### config.mk
export PLATFORM = sky130hd
export DESIGN_NAME = zxw_alu_seq_ctrl
export DESIGN_NICKNAME = d
export VERILOG_FILES = /design/src/rtl/zxw_alu_pkg.sv /design/src/rtl/zxw_alu_seq_ctrl.sv
export SDC_FILE = /design/constraint.sdc
export NUM_CORES = 1
export LEC_CHECK = 0
export ABC_AREA = 1
export ABC_CLOCK_PERIOD_IN_PS = 1300
export CORE_MARGIN = 4
export CORE_UTILIZATION = 43
export CTS_CLUSTER_SIZE = 8
export DETAILED_ROUTE_END_ITERATION = 7
export GPL_TIMING_DRIVEN = 0
export PLACE_DENSITY_LB_ADDON = 0.05
export SLEW_MARGIN = 20
export SYNTH_ARGS = -nofsm -noshare
export SYNTH_HDL_FRONTEND = slang
export SYNTH_SLANG_ARGS = --single-unit
### constraint.sdc
create_clock -name clk -period 1.3 [get_ports clk]
set_input_delay 0.26 -clock clk [delete_from_list [all_inputs] [get_ports clk]]
set_output_delay 0.26 -clock clk [all_outputs]
set_load 0.005 [all_outputs]
### src/rtl/zxw_alu_pkg.sv
// Shared definitions for the ALU sequencing/capture stage and its logic-unit sibling.
package zxw_alu_pkg;

    localparam int DW_DEFAULT = 4;
    localparam int CW_DEFAULT = 4;

    typedef enum logic [2:0] {
        S_IDLE  = 3'd0,
        S_GOT_A = 3'd1,
        S_GOT_B = 3'd2,
        S_EXEC  = 3'd3,
        S_DONE  = 3'd4
    } state_t;

    localparam logic [1:0] OP_NOT = 2'b00;
    localparam logic [1:0] OP_AND = 2'b01;
    localparam logic [1:0] OP_OR  = 2'b10;
    localparam logic [1:0] OP_SHR = 2'b11;

endpackage

### src/rtl/zxw_alu_seq_ctrl.sv
// Loads A then B from a shared bus, drives the logic unit, and captures its
// result behind a valid/ack handshake with zero flag and operation counter.
module zxw_alu_seq_ctrl
    import zxw_alu_pkg::*;
#(
    parameter int DW = DW_DEFAULT,
    parameter int CW = CW_DEFAULT
) (
    input  logic          clk,
    input  logic          rst,
    input  logic [DW-1:0] din,
    input  logic          load,
    input  logic [1:0]    sel,
    input  logic          start,
    input  logic          ack,
    input  logic [DW:0]   fun_in,
    output logic [DW-1:0] A,
    output logic [DW-1:0] B,
    output logic          fs2,
    output logic          fs1,
    output logic [DW:0]   result,
    output logic          valid,
    output logic          zero,
    output logic          busy,
    output logic [CW-1:0] op_count
);

    state_t        r_state;
    logic [DW-1:0] r_a;
    logic [DW-1:0] r_b;
    logic [1:0]    r_fs;
    logic [DW:0]   r_result;
    logic          r_valid;
    logic          r_zero;
    logic [CW-1:0] r_cnt;

    always_ff @(posedge clk or posedge rst) begin
        if (rst) begin
            r_state  <= S_IDLE;
            r_a      <= '0;
            r_b      <= '0;
            r_fs     <= '0;
            r_result <= '0;
            r_valid  <= 1'b0;
            r_zero   <= 1'b0;
            r_cnt    <= '0;
        end else begin
            case (r_state)
                S_IDLE: begin
                    if (load) begin
                        r_a     <= din;
                        r_state <= S_GOT_A;
                    end
                end
                S_GOT_A: begin
                    if (load) begin
                        r_b     <= din;
                        r_state <= S_GOT_B;
                    end
                end
                S_GOT_B: begin
                    // start takes priority; a coincident load is dropped
                    if (start) begin
                        r_fs    <= sel;
                        r_state <= S_EXEC;
                    end else if (load) begin
                        r_b <= din;
                    end
                end
                S_EXEC: begin
                    // logic unit has had a full cycle on the registered operands
                    r_result <= fun_in;
                    r_zero   <= (fun_in == '0);
                    r_valid  <= 1'b1;
                    r_cnt    <= r_cnt + CW'(1);
                    r_state  <= S_DONE;
                end
                S_DONE: begin
                    if (ack) begin
                        r_valid <= 1'b0;
                        r_state <= S_IDLE;
                    end
                end
                default: r_state <= S_IDLE;
            endcase
        end
    end

    assign A        = r_a;
    assign B        = r_b;
    assign fs2      = r_fs[1];
    assign fs1      = r_fs[0];
    assign result   = r_result;
    assign valid    = r_valid;
    assign zero     = r_zero;
    assign op_count = r_cnt;
    assign busy     = (r_state == S_EXEC) || (r_state == S_DONE);

endmodule

==> metrics <==
Detailed Route WL 2350 um; Iter 0 DRT Violations 13; htree depth 1; Die Y 57.1 um; IO buf count 37; Clock Tree Root clkbuf_4; Slew Viols, Final 0; CP endpoint kind primary output; CP Data Arrival Time 1.14 ns; Slowest-stage cell, CP dfrtp_2; Psw 1.30 mW; grt ovf 0; share of post-route cells with drive strength above 1 0.222; clk sinks 24; most frequent cells after synthesis nand2_1 (37), dfrtp_1 (24), inv_1 (12); DRC 0; num rows 17; Syn Area/Cell 9.17 um^2; Die X 57.1 um; Post-synth EDFFs 0; Vias/cell 4.80; unrepaired setup endpoints after global routing true; routed len/inst 11.8 um; most used flip-flop cell after synthesis dfrtp_1; met1 WL 1020 um; Leak 0.856 nW; Crit path largest cell delay 0.45 ns; net count after synthesis 130; RD Place Congestion 0.732; asr flop ratio synth 1.00; fin area 0.00165 mm^2; startpoint types register; area leader, netlist dfrtp_1; met3 WL 157 um; area post-placement 0.00144 mm^2; reg2reg end B[3]; yosys warns 0; Reg power frac 0.348; CP Max Fanout 3; Slew @ Worst Pin 0.871 ns; TritonCTS clock tree built; Post-DP HPWL 1630 um; fin crit period 1.40 ns; unique cell type count in the Yosys netlist 18; die area 0.00326 mm^2; clock share of power 0.145; worst r2r path cells 7; vias in the first global route 940; via count 956; synth top area cells dfrtp_1 (58%), nand2_1 (13%), inv_1 (4.3%), nand4_1 (4.2%), nand3_1 (3.4%); HP Class primary input to async pin; skew final 0.00451 ns; Cells after DPL 178; switching share of power 0.348; Worst slew margin 0.419; worst path required time 1.04 ns; Seq cells post-synth 24; Layout Nets 189; final hold violation count 0; fin crit share 1.08; pwr dens 2260 mW/mm^2; Tot Pwr 3.73 mW; Comb power frac 0.507; Total GRT Usage 0.153; metal2 WL 1150 um; Core Box Area 0.00225 mm^2; Pre-Repair DR Iteration Count 4; TNS Setup -0.126 ns; CTS Buffer Depth 2; worst ir drop on vdd 1380 uV; WS Path Type register to primary output; CP Cell Sequence buf_6 > nand3_4 > nand2_1 > buf_2; Syn-to-layout area delta 59.3%; global-route wire length before repair 4040 um; count leader, synth nand2_1; fin cells 199; # diodes 0; Initial Util 0.459; clock-pin transition on the worst setup and hold timing paths 0.13 ns; register area share after synthesis 0.580; clock latency on the worst-skew pair 0.32 ns; Synth top area share 0.580; Final Worst Setup Slack -0.0999 ns; largest net degree at the start of global routing 25; Num CTS Buffers 3; Max Used Layer met4; antenna violations before repair 0; Fmax 0.714 GHz; flop2flop setup slack -0.02 ns; Core Util, Final 0.732; I/O pin total 38; Setup Viol. Count Final 3; Cells after Synth 113; final antenna-violating net count 0; failing checks setup timing; max_cap viols 0; R2R Path Start r_state[0]; mapped cell area 0.00104 mm^2; status finished, violations left; internal power 2.43 mW
[metrics by stage]
stage | setup WS (ns) | hold WS [ns]
after global placement | -0.402 | 0.455
after floorplan | 0.143 | 0.275
after detailed placement | -0.407 | 0.460
after CTS | -0.108 | 0.442
after global routing | -0.191 | 0.477
final | -0.0999 | 0.404
[routing by layer]
| layer | up-vias | global-route usage |
|---|---|---|
| li1 | 477 | - |
| met1 | 452 | 0.192 |
| met2 | 24 | 0.261 |
| met3 | 3 | 0.0362 |
| met4 | 0 | 0.0497 |
| met5 | - | 0 |
[cells by family after synthesis]
kind of cell	count (synthesis)	share of synthesized area
xor gates and xnor gates	3	0.0254
DFF	24	0.580
adders and majority gates	1	0.0121
and+or+nand+nor	62	0.286
AOI/OAI and AO/OA	8	0.0386
buffers and inverters	15	0.0580
[timing repair]
item | in CTS | in global routing
hold buffers | 0 | 0
buffers inserted | 13 | 5
endpoints found under the setup margin | 22 | 21
pin swaps | 1 | 7
gates resized for setup | 31 | 20
[flip-flops by register name (all words and copies together), names as in the netlist]
| register | cells |
|---|---|
| valid | 1 |
| r_state | 3 |
| A | 4 |
| B | 4 |
| op_count | 4 |
| zero | 1 |
| r_fs | 2 |
| result | 5 |
[how the worst max path moves through the flow]
stage,endpoint,start,slack [ns],depth (start not counted)
after detailed placement,busy,r_state[2],-0.41,5
after global placement,busy,r_state[2],-0.40,5
after CTS,busy,r_state[1],-0.11,4
after floorplan,busy,r_state[2],0.14,4
final,busy,r_state[1],-0.1,4
after global routing,busy,r_state[1],-0.19,4
[layout by cell type, fill, tap and decap left out]
| master | instances |
|---|---|
| inv_1 | 11 |
| inv_2 | 3 |
| nor2_1 | 4 |
| nor2_2 | 1 |
| nand4_1 | 7 |
| xor2_1 | 1 |
| clkdlybuf4s50_1 | 15 |
| nand2_2 | 3 |
| buf_4 | 16 |
| nor2_4 | 1 |
| nand2_1 | 34 |
| clkdlybuf4s15_1 | 12 |
| dlygate4sd2_1 | 9 |
| dfrtp_1 | 22 |
| clkbuf_4 | 3 |
| bufinv_16 | 1 |
| buf_2 | 1 |
| nor3_1 | 1 |
| o21ai_0 | 6 |
| dfrtp_2 | 2 |
| nand3_4 | 3 |
| nand2_4 | 1 |
| o21ai_1 | 2 |
| xnor2_1 | 2 |
| buf_6 | 2 |
| nand3_1 | 6 |
| ha_1 | 1 |
| nand3_2 | 1 |
[area by class of cell]
type | instances | area (um^2)
clock buffers | 3 | 22.5
clock inverters | 1 | 30.0
fillers | 192 | 604
inverters | 14 | 52.6
multi-input cells | 74 | 410
flip-flops and latches | 24 | 603
well taps | 28 | 35.0
repair buffers | 55 | 497
[power by group through the flow]
stage                     registers, mW  logic [mW]  clock network, mW
after floorplan                    1.38       0.669                  0
after global placement             1.36        1.48                  0
after detailed placement           1.38        1.52                  0
after CTS                          1.28        1.66              0.561
after global routing               1.35        2.09              0.605
final                              1.30        1.89              0.539
[worst max-delay path: cells and delay by family (launching register included)]
family	cells	cell delay [ns]
flip-flops	1	0.45
AND/OR/NAND/NOR	2	0.13
buffers and inverters	2	0.24
Power figures use the tool's default switching activity.
